### config.mk
export PLATFORM = sky130hd
export DESIGN_NAME = riscv_id_stage
export DESIGN_NICKNAME = d
export VERILOG_FILES = /design/src/rtl/riscv_id_stage_pkg.sv /design/src/rtl/riscv_id_control.sv /design/src/rtl/riscv_id_hazard.sv /design/src/rtl/riscv_id_regfile.sv /design/src/rtl/riscv_id_stage.sv
export SDC_FILE = /design/constraint.sdc
export NUM_CORES = 2
export LEC_CHECK = 0
export BUFFER_PORTS_ARGS = -buffer_cell sky130_fd_sc_hd__buf_2
export CORE_MARGIN = 5
export CORE_UTILIZATION = 60
export DETAILED_ROUTE_END_ITERATION = 12
export PLACE_DENSITY = 0.77
export SLEW_MARGIN = 0
export SYNTH_ARGS = -nofsm -noshare
export SYNTH_HDL_FRONTEND = slang
export SYNTH_HIERARCHICAL = 1
export SYNTH_SLANG_ARGS = --single-unit
### constraint.sdc
create_clock -name i_clk -period 6.59 [get_ports i_clk]
set_input_delay 0.3295 -clock i_clk [delete_from_list [all_inputs] [get_ports i_clk]]
set_output_delay 0.3295 -clock i_clk [all_outputs]
set_load 0.05 [all_outputs]
### src/rtl/riscv_id_stage_pkg.sv
// rtl/riscv_id_stage_pkg.sv - shared opcodes, control-bundle layout and format decode for the ID stage
package riscv_id_stage_pkg;

  localparam logic [6:0] OP_LUI    = 7'b0110111;
  localparam logic [6:0] OP_AUIPC  = 7'b0010111;
  localparam logic [6:0] OP_JAL    = 7'b1101111;
  localparam logic [6:0] OP_JALR   = 7'b1100111;
  localparam logic [6:0] OP_BRANCH = 7'b1100011;
  localparam logic [6:0] OP_LOAD   = 7'b0000011;
  localparam logic [6:0] OP_STORE  = 7'b0100011;
  localparam logic [6:0] OP_IMM    = 7'b0010011;
  localparam logic [6:0] OP_OP     = 7'b0110011;
  localparam logic [6:0] OP_FENCE  = 7'b0001111;
  localparam logic [6:0] OP_SYSTEM = 7'b1110011;

  localparam logic [1:0] RS_ALU = 2'b00;
  localparam logic [1:0] RS_MEM = 2'b01;
  localparam logic [1:0] RS_PC4 = 2'b10;

  localparam logic [1:0] JMP_JAL  = 2'b01;
  localparam logic [1:0] JMP_JALR = 2'b10;

  localparam logic [3:0] ALU_SUB   = 4'b1000;
  localparam logic [3:0] ALU_PASSB = 4'b1111;

  // Packed MSB-first so that reg_write lands on bit 0 and rd_src on bit 16.
  typedef struct packed {
    logic       rd_src;
    logic       alu_b_src;
    logic [3:0] byte_sel;
    logic [3:0] alu_control;
    logic       branch;
    logic [1:0] jump;
    logic       mem_write;
    logic [1:0] result_src;
    logic       reg_write;
  } ctrl_t;

  typedef enum logic [2:0] {FMT_R, FMT_I, FMT_S, FMT_B, FMT_U, FMT_J, FMT_NONE} fmt_e;

  function automatic fmt_e op_format(input logic [6:0] op);
    case (op)
      OP_OP:                                         return FMT_R;
      OP_IMM, OP_LOAD, OP_JALR, OP_FENCE, OP_SYSTEM: return FMT_I;
      OP_STORE:                                      return FMT_S;
      OP_BRANCH:                                     return FMT_B;
      OP_LUI, OP_AUIPC:                              return FMT_U;
      OP_JAL:                                        return FMT_J;
      default:                                       return FMT_NONE;
    endcase
  endfunction

endpackage

### src/rtl/riscv_id_control.sv
// rtl/riscv_id_control.sv - control unit and immediate decoder with illegal-instruction gating
module riscv_id_control
  import riscv_id_stage_pkg::*;
#(
  parameter int XLEN = 32,
  parameter int NREG = 32
) (
  input  logic [31:0]     instr,
  output ctrl_t           ctrl,
  output logic [XLEN-1:0] imm,
  output logic            illegal
);

  logic [2:0]  f3;
  logic [31:0] imm32;

  assign f3 = instr[14:12];

  always_comb begin
    imm32 = '0;
    case (op_format(instr[6:0]))
      FMT_I:   imm32 = {{20{instr[31]}}, instr[31:20]};
      FMT_S:   imm32 = {{20{instr[31]}}, instr[31:25], instr[11:7]};
      FMT_B:   imm32 = {{19{instr[31]}}, instr[31], instr[7], instr[30:25], instr[11:8], 1'b0};
      FMT_U:   imm32 = {instr[31:12], 12'b0};
      FMT_J:   imm32 = {{11{instr[31]}}, instr[31], instr[19:12], instr[20], instr[30:21], 1'b0};
      default: imm32 = '0;
    endcase
    imm = XLEN'($signed(imm32));
  end

  always_comb begin
    ctrl    = '0;
    illegal = 1'b0;
    case (instr[6:0])
      OP_LUI:    begin ctrl.reg_write = 1'b1; ctrl.alu_b_src = 1'b1; ctrl.alu_control = ALU_PASSB; end
      OP_AUIPC:  begin ctrl.reg_write = 1'b1; ctrl.alu_b_src = 1'b1; ctrl.rd_src = 1'b1; end
      OP_JAL:    begin ctrl.reg_write = 1'b1; ctrl.result_src = RS_PC4; ctrl.jump = JMP_JAL; end
      OP_JALR:   begin
        ctrl.reg_write = 1'b1; ctrl.result_src = RS_PC4; ctrl.jump = JMP_JALR; ctrl.alu_b_src = 1'b1;
      end
      OP_BRANCH: begin ctrl.branch = 1'b1; ctrl.alu_control = ALU_SUB; end
      OP_LOAD:   begin
        ctrl.reg_write = 1'b1; ctrl.result_src = RS_MEM; ctrl.alu_b_src = 1'b1;
        ctrl.byte_sel  = (f3[1:0] == 2'b00) ? 4'b0001 : (f3[1:0] == 2'b01) ? 4'b0011 : 4'b1111;
      end
      OP_STORE:  begin
        ctrl.mem_write = 1'b1; ctrl.alu_b_src = 1'b1;
        ctrl.byte_sel  = (f3[1:0] == 2'b00) ? 4'b0001 : (f3[1:0] == 2'b01) ? 4'b0011 : 4'b1111;
      end
      // Only shifts read funct7[5] in the immediate form.
      OP_IMM:    begin
        ctrl.reg_write = 1'b1; ctrl.alu_b_src = 1'b1; ctrl.alu_control = {(f3 == 3'b101) & instr[30], f3};
      end
      OP_OP:     begin ctrl.reg_write = 1'b1; ctrl.alu_control = {instr[30], f3}; end
      OP_FENCE, OP_SYSTEM: ;
      default:   illegal = 1'b1;
    endcase
    if (NREG <= 16 && (instr[24] | instr[19] | instr[11])) illegal = 1'b1;
    if (instr[11:7] == 5'd0) ctrl.reg_write = 1'b0;
    if (illegal) begin
      ctrl.reg_write = 1'b0;
      ctrl.mem_write = 1'b0;
    end
  end

endmodule

### src/rtl/riscv_id_hazard.sv
// rtl/riscv_id_hazard.sv - load-use hazard detect between the ID/EX load and the instruction in decode
module riscv_id_hazard
  import riscv_id_stage_pkg::*;
(
  input  logic        ex_valid,
  input  logic [1:0]  ex_result_src,
  input  logic [4:0]  ex_rd_addr,
  input  logic        if_valid,
  input  logic [31:0] instr,
  output logic        hazard
);

  fmt_e fmt;
  logic uses_rs2;
  logic rs1_hit;
  logic rs2_hit;

  assign fmt      = op_format(instr[6:0]);
  assign uses_rs2 = (fmt == FMT_R) | (fmt == FMT_S) | (fmt == FMT_B);
  assign rs1_hit  = (ex_rd_addr == instr[19:15]);
  assign rs2_hit  = uses_rs2 & (ex_rd_addr == instr[24:20]);

  assign hazard = ex_valid & if_valid & (ex_result_src == RS_MEM) & (ex_rd_addr != 5'd0)
                & (rs1_hit | rs2_hit);

endmodule

### src/rtl/riscv_id_regfile.sv
// rtl/riscv_id_regfile.sv - NREG x XLEN register file, combinational reads with optional write-back bypass
module riscv_id_regfile
  import riscv_id_stage_pkg::*;
#(
  parameter int XLEN      = 32,
  parameter int NREG      = 32,
  parameter int WB_BYPASS = 1
) (
  input  logic            clk,
  input  logic            rst,
  input  logic [4:0]      rs1_addr,
  input  logic [4:0]      rs2_addr,
  output logic [XLEN-1:0] rs1_data,
  output logic [XLEN-1:0] rs2_data,
  input  logic            wr_req,
  input  logic [4:0]      wr_addr,
  input  logic [XLEN-1:0] wr_data
);

  localparam int AW = $clog2(NREG);

  logic [XLEN-1:0] mem [NREG];
  logic            wr_en;

  assign wr_en = wr_req & (wr_addr != 5'd0) & (int'(wr_addr) < NREG);

  always_ff @(posedge clk) begin
    if (rst) begin
      for (int i = 0; i < NREG; i++) mem[i] <= '0;
    end else if (wr_en) begin
      mem[wr_addr[AW-1:0]] <= wr_data;
    end
  end

  // Addresses beyond NREG read as zero; the decoder flags them illegal anyway.
  function automatic logic [XLEN-1:0] read_port(input logic [4:0] a);
    if (a == 5'd0 || int'(a) >= NREG) return '0;
    if (WB_BYPASS != 0 && wr_en && a == wr_addr) return wr_data;
    return mem[a[AW-1:0]];
  endfunction

  always_comb begin
    rs1_data = read_port(rs1_addr);
    rs2_data = read_port(rs2_addr);
  end

endmodule

### src/rtl/riscv_id_stage.sv
// rtl/riscv_id_stage.sv - decode stage: regfile, control, immediates, load-use bubbles and ID/EX register
module riscv_id_stage
  import riscv_id_stage_pkg::*;
#(
  parameter int XLEN        = 32,
  parameter int NREG        = 32,
  parameter int WB_BYPASS   = 1,
  parameter int STALL_CNT_W = 16
) (
  input  logic                   i_clk,
  input  logic                   i_rst,
  input  logic                   i_flush,
  input  logic                   i_if_valid,
  input  logic [XLEN-1:0]        i_if_instr,
  input  logic [XLEN-1:0]        i_if_pc,
  output logic                   o_if_ready,
  input  logic                   i_wb_reg_write,
  input  logic [4:0]             i_wb_rd_addr,
  input  logic [XLEN-1:0]        i_wb_rd_data,
  input  logic                   i_ex_ready,
  output logic                   o_ex_valid,
  output logic [XLEN-1:0]        o_ex_pc,
  output logic [XLEN-1:0]        o_ex_rs1_data,
  output logic [XLEN-1:0]        o_ex_rs2_data,
  output logic [XLEN-1:0]        o_ex_imm,
  output logic [4:0]             o_ex_rs1_addr,
  output logic [4:0]             o_ex_rs2_addr,
  output logic [4:0]             o_ex_rd_addr,
  output logic [2:0]             o_ex_funct3,
  output logic [16:0]            o_ex_ctrl,
  output logic                   o_ex_illegal,
  output logic [STALL_CNT_W-1:0] o_stall_cnt
);

  logic [31:0]     instr;
  logic            adv;
  logic            hazard;
  logic            accept;
  ctrl_t           dec_ctrl;
  ctrl_t           ex_ctrl;
  logic [XLEN-1:0] dec_imm;
  logic            dec_illegal;
  logic [XLEN-1:0] rs1_data;
  logic [XLEN-1:0] rs2_data;

  assign instr   = i_if_instr[31:0];
  assign ex_ctrl = ctrl_t'(o_ex_ctrl);

  riscv_id_regfile #(.XLEN(XLEN), .NREG(NREG), .WB_BYPASS(WB_BYPASS)) u_regfile (
    .clk      (i_clk),
    .rst      (i_rst),
    .rs1_addr (instr[19:15]),
    .rs2_addr (instr[24:20]),
    .rs1_data (rs1_data),
    .rs2_data (rs2_data),
    .wr_req   (i_wb_reg_write),
    .wr_addr  (i_wb_rd_addr),
    .wr_data  (i_wb_rd_data)
  );

  riscv_id_control #(.XLEN(XLEN), .NREG(NREG)) u_control (
    .instr   (instr),
    .ctrl    (dec_ctrl),
    .imm     (dec_imm),
    .illegal (dec_illegal)
  );

  riscv_id_hazard u_hazard (
    .ex_valid      (o_ex_valid),
    .ex_result_src (ex_ctrl.result_src),
    .ex_rd_addr    (o_ex_rd_addr),
    .if_valid      (i_if_valid),
    .instr         (instr),
    .hazard        (hazard)
  );

  // A flushed instruction is still consumed so IF can move to the redirect target.
  assign adv        = ~o_ex_valid | i_ex_ready;
  assign o_if_ready = adv & (~hazard | i_flush);
  assign accept     = i_if_valid & o_if_ready;

  always_ff @(posedge i_clk) begin
    if (i_rst) begin
      o_ex_valid    <= 1'b0;
      o_ex_pc       <= '0;
      o_ex_rs1_data <= '0;
      o_ex_rs2_data <= '0;
      o_ex_imm      <= '0;
      o_ex_rs1_addr <= '0;
      o_ex_rs2_addr <= '0;
      o_ex_rd_addr  <= '0;
      o_ex_funct3   <= '0;
      o_ex_ctrl     <= '0;
      o_ex_illegal  <= 1'b0;
      o_stall_cnt   <= '0;
    end else begin
      if (adv) begin
        o_ex_valid <= i_if_valid & ~hazard & ~i_flush;
        if (accept) begin
          o_ex_pc       <= i_if_pc;
          o_ex_rs1_data <= rs1_data;
          o_ex_rs2_data <= rs2_data;
          o_ex_imm      <= dec_imm;
          o_ex_rs1_addr <= instr[19:15];
          o_ex_rs2_addr <= instr[24:20];
          o_ex_rd_addr  <= instr[11:7];
          o_ex_funct3   <= instr[14:12];
          o_ex_ctrl     <= dec_ctrl;
          o_ex_illegal  <= dec_illegal;
        end
      end
      if (hazard & adv & ~i_flush & ~&o_stall_cnt) o_stall_cnt <= o_stall_cnt + STALL_CNT_W'(1);
    end
  end

endmodule

==> implementation parameters <==
Parameter                              Value

Run status
  Run status ... complete, but fails checks
  Failing checks ... capacitance limit

Logic synthesis
  Proportion of synthesized flip-flops having asynchronous set or reset ... 0%
  Synthesized instance count ... 4,900
  Cell taking the most area after synthesis ... sky130_fd_sc_hd__edfxtp_1
  Most frequently used flop master after synthesis ... sky130_fd_sc_hd__edfxtp_1
  Distinct cell type count of the synthesized netlist ... between 100 and 150
  Share of the yosys chip area belonging to registers ... a little over half
  EDFF count, synth ... slightly above 1,000
  Cell types occupying the most area after synthesis ... sky130_fd_sc_hd__edfxtp_1 (49%), sky130_fd_sc_hd__mux4_2 (13%), sky130_fd_sc_hd__and2_1 (9.6%)
  Warnings, synthesis ... 6
  Post-synthesis register bit count ... about 1,200
  Netlist Area Pre-Place ... roughly 63,000 um^2
  Top cell type's share of synthesized area ... between 40% and 50%
  Mean post-synth cell area ... around 13 um^2

Timing
  Worst relative slew slack ... less than 1%
  Max Freq ... roughly 290 MHz
  Tmin final ... around 3500 ps
  Slew Viols, Final ... 0
  Worst Skew ... 36.3 ps
  Fin crit share ... between 50% and 60%
  Final setup violating endpoints ... 0
  Hold Vio Cnt, Final ... 0
  RSZ-0062 raised after global routing ... false
  Worst-margin pin slew ... roughly 1500 ps
  Total Neg Setup Slack ... 0 ps

Pwr
  Power per standard cell area ... around 270 nW/um^2
  Largest vdd supply drop ... 263 uV
  Overall power consumption ... around 19,000 uW
  Leakage Power ... 0.0257 uW

Drt
  Iteration count of the initial detailed-routing pass ... 9
  Wirelength per Cell ... 34.0 um
  Number of vias per cell ... 7.14
  Antenna-violating nets left ... 0
  Routed wire length ... roughly 220,000 um
  First DRT Iteration DRCs ... slightly above 8,000
  Count of vias placed by the detailed router ... 46,696
  # DRC ... 0

Floorplanning
  Number of rows in the core area ... ~120
  Effective utilization at floorplan ... 60.3%
  Die extent in x ... roughly 330 um
  Number of top-level pins ... ~290
  Area of the placeable core ... approximately 110,000 um^2
  Die Height ... about 330 um
  Die outline area ... 112,000 um^2

Cells and area
  Most frequent standard cell in the layout excluding fill and tap cells ... sky130_fd_sc_hd__edfxtp_1
  Leading cell types in the layout, fill and taps excluded ... sky130_fd_sc_hd__edfxtp_1 (1,024), sky130_fd_sc_hd__and2_1 (975), sky130_fd_sc_hd__nand2_1 (501), sky130_fd_sc_hd__mux4_2 (359), sky130_fd_sc_hd__mux2i_1 (334)
  Layout cell share with drive strength beyond 1 ... 21.2%
  Final instance count without filler cells ... 6,544
  Layout Area Growth over Synthesis ... 11.1%
  Post-route core utilization ... 67.0%
  Filler cell count ... 7,347
  Final layout net count ... 5,140

Place
  # placed instances ... 6,239
  HPWL after detailed placement ... between 100,000 and 150,000 um
  GPL Wtd Cong ... about 0.94
  Number of input and output port buffers inserted ... 288

Worst setup path
  Required @ worst endpoint ... 7270 ps
  Category of the worst setup path capture point ... flip-flop
  Slowest CP cell ... sky130_fd_sc_hd__buf_4
  CP most frequent cell ... sky130_fd_sc_hd__a21oi_1
  Type of the worst setup path ... reg -> reg
  Worst endpoint data arrival time ... 4130 ps
  Biggest cell delay along the critical path ... between 800 and 900 ps
  Kind of launch point of the worst setup path ... flip-flop
  Worst-path cell chain ... or4_1 -> o21ai_0 -> a21oi_1 -> nand2b_1 -> and3_4 -> buf_4 -> nand2_1 -> a21oi_1
  Critical path peak fanout ... 77

Global route
  Largest net degree at the start of global routing ... roughly 120
  Antenna violations before repair ... 21
  Overall track demand over capacity in global routing ... just under 40%
  Overflow left after global routing ... 0
  Global-route wire length before repair ... 316,000 um
  Via count of the first global-routing pass ... ~46,000

CTS
  Maximum buffer depth of the clock tree ... 3
  CTS H-Tree Depth ... 4
  CTS tree ... done
  Clk slew on worst S/H paths ... ~60 ps
  Clock sink count ... between 1,000 and 1,500
  Post-CTS Resized ... 0
  Clock root buffer ... sky130_fd_sc_hd__clkbuf_16
  Skew-Pair Late Insertion Delay ... around 770 ps
  TritonCTS Buffers ... about 130

Min path
  Tightest Hold Check Type ... in -> reg

Run
  Max_cap viols ... 1
[cells in the mapped netlist (all sizes together) (36+ instances only)]
| library cell | instances |
|---|---|
| a211oi | 47 |
| a21oi | 273 |
| a221oi | 36 |
| a22oi | 66 |
| and2 | 976 |
| buf | 153 |
| clkbuf | 335 |
| dfxtp | 181 |
| edfxtp | 1024 |
| mux2 | 37 |
| mux2i | 334 |
| mux4 | 367 |
| nand2 | 502 |
| nor2 | 74 |
| nor3 | 54 |
| o21ai | 42 |
| o22ai | 36 |
[final cells by class]
class | instances | area [um^2] | share of cell area (%)
antenna | 13 | 32.5 | 0.0462
clock buffer | 184 | 3670 | 5.21
clock inverter | 59 | 556 | 0.789
inverter | 12 | 45.0 | 0.0640
multi-input combinational | 3226 | 27000 | 38.3
sequential | 1205 | 34400 | 48.8
tap | 1391 | 1740 | 2.47
timing repair buffer | 454 | 2980 | 4.24
[repair_timing]
| action | 4_1_cts | 5_1_grt |
|---|---|---|
| hold buffers | 49 | 0 |
| setup buffers | 0 | 0 |
| endpoints found under the hold margin | 64 | 0 |
[layer usage]
layer | global-route usage, % | part of all wire, %
met5 | 0.0426 | 0.047
met4 | 21.8 | 6.9
met3 | 14.2 | 17
met2 | 56.1 | 43
met1 | 51.2 | 33
[registers in the layout, summed over array words and instances (netlist names)]
name	count
u_regfile/mem	1024
o_ex_imm	32
o_ex_pc	32
o_ex_rs1_data	32
o_ex_rs2_data	32
o_ex_ctrl	17
o_stall_cnt	16
o_ex_rd_addr	5
o_ex_rs1_addr	5
o_ex_rs2_addr	5
o_ex_funct3	3
o_ex_illegal	1
o_ex_valid	1
[critical path, delay by kind of cell, from the launching register on]
| kind | cells | cell delay (ps) |
|---|---|---|
| simple gates | 4 | 1620 |
| flops | 1 | 360 |
| buf+inv | 1 | 860 |
| compound gates | 3 | 510 |
[power breakdown]
group          internal (uW)  switching (uW)
clock network           4250            3110
logic                    843            1540
registers               8680             246
[path summary, 6_finish.rpt]
| check | startpoint | to | slack, ps | cells past startpoint |
|---|---|---|---|---|
| worst max register to register | o_ex_rd_addr[3] | o_ex_rs2_data[7] | 3140 | 8 |
| worst min-delay path | i_ex_ready | o_ex_valid | 50 | 3 |
| worst max-delay path | o_ex_rd_addr[3] | o_ex_rs2_data[7] | 3140 | 8 |
| worst min register to register | o_ex_rs2_data[0] | o_ex_rs2_data[0] | 450 | 2 |
[kinds of logic (layout without fill, tap and decap cells)]
group / Yosys count / in the layout / synth area share (%)
XOR/XNOR: 22 / 22 / 0.304
other: 1 / 45 / 0.00592
buffers and inverters: 500 / 709 / 3.76
AND/OR/NAND/NOR: 1759 / 1759 / 15.2
AO/OA/AOI/OAI: 673 / 673 / 7.36
flip-flops: 1205 / 1205 / 54.3
multiplexers: 738 / 738 / 19.0
adder cells (fa/ha/maj): 2 / 2 / 0.0395
[per-stage QoR]
stage | cell area, um^2 | setup slack, ps | hold WS, ps
floorplan | 63500 | 3900 | 465
global placement | 65600 | 2690 | 439
detailed placement | 65600 | 2640 | 443
CTS | 70300 | 3220 | 25.7
global route | 70400 | 3000 | 55.8
finish | 70400 | 3140 | 54.0
No activity file was read; power rests on OpenSTA's default activity.
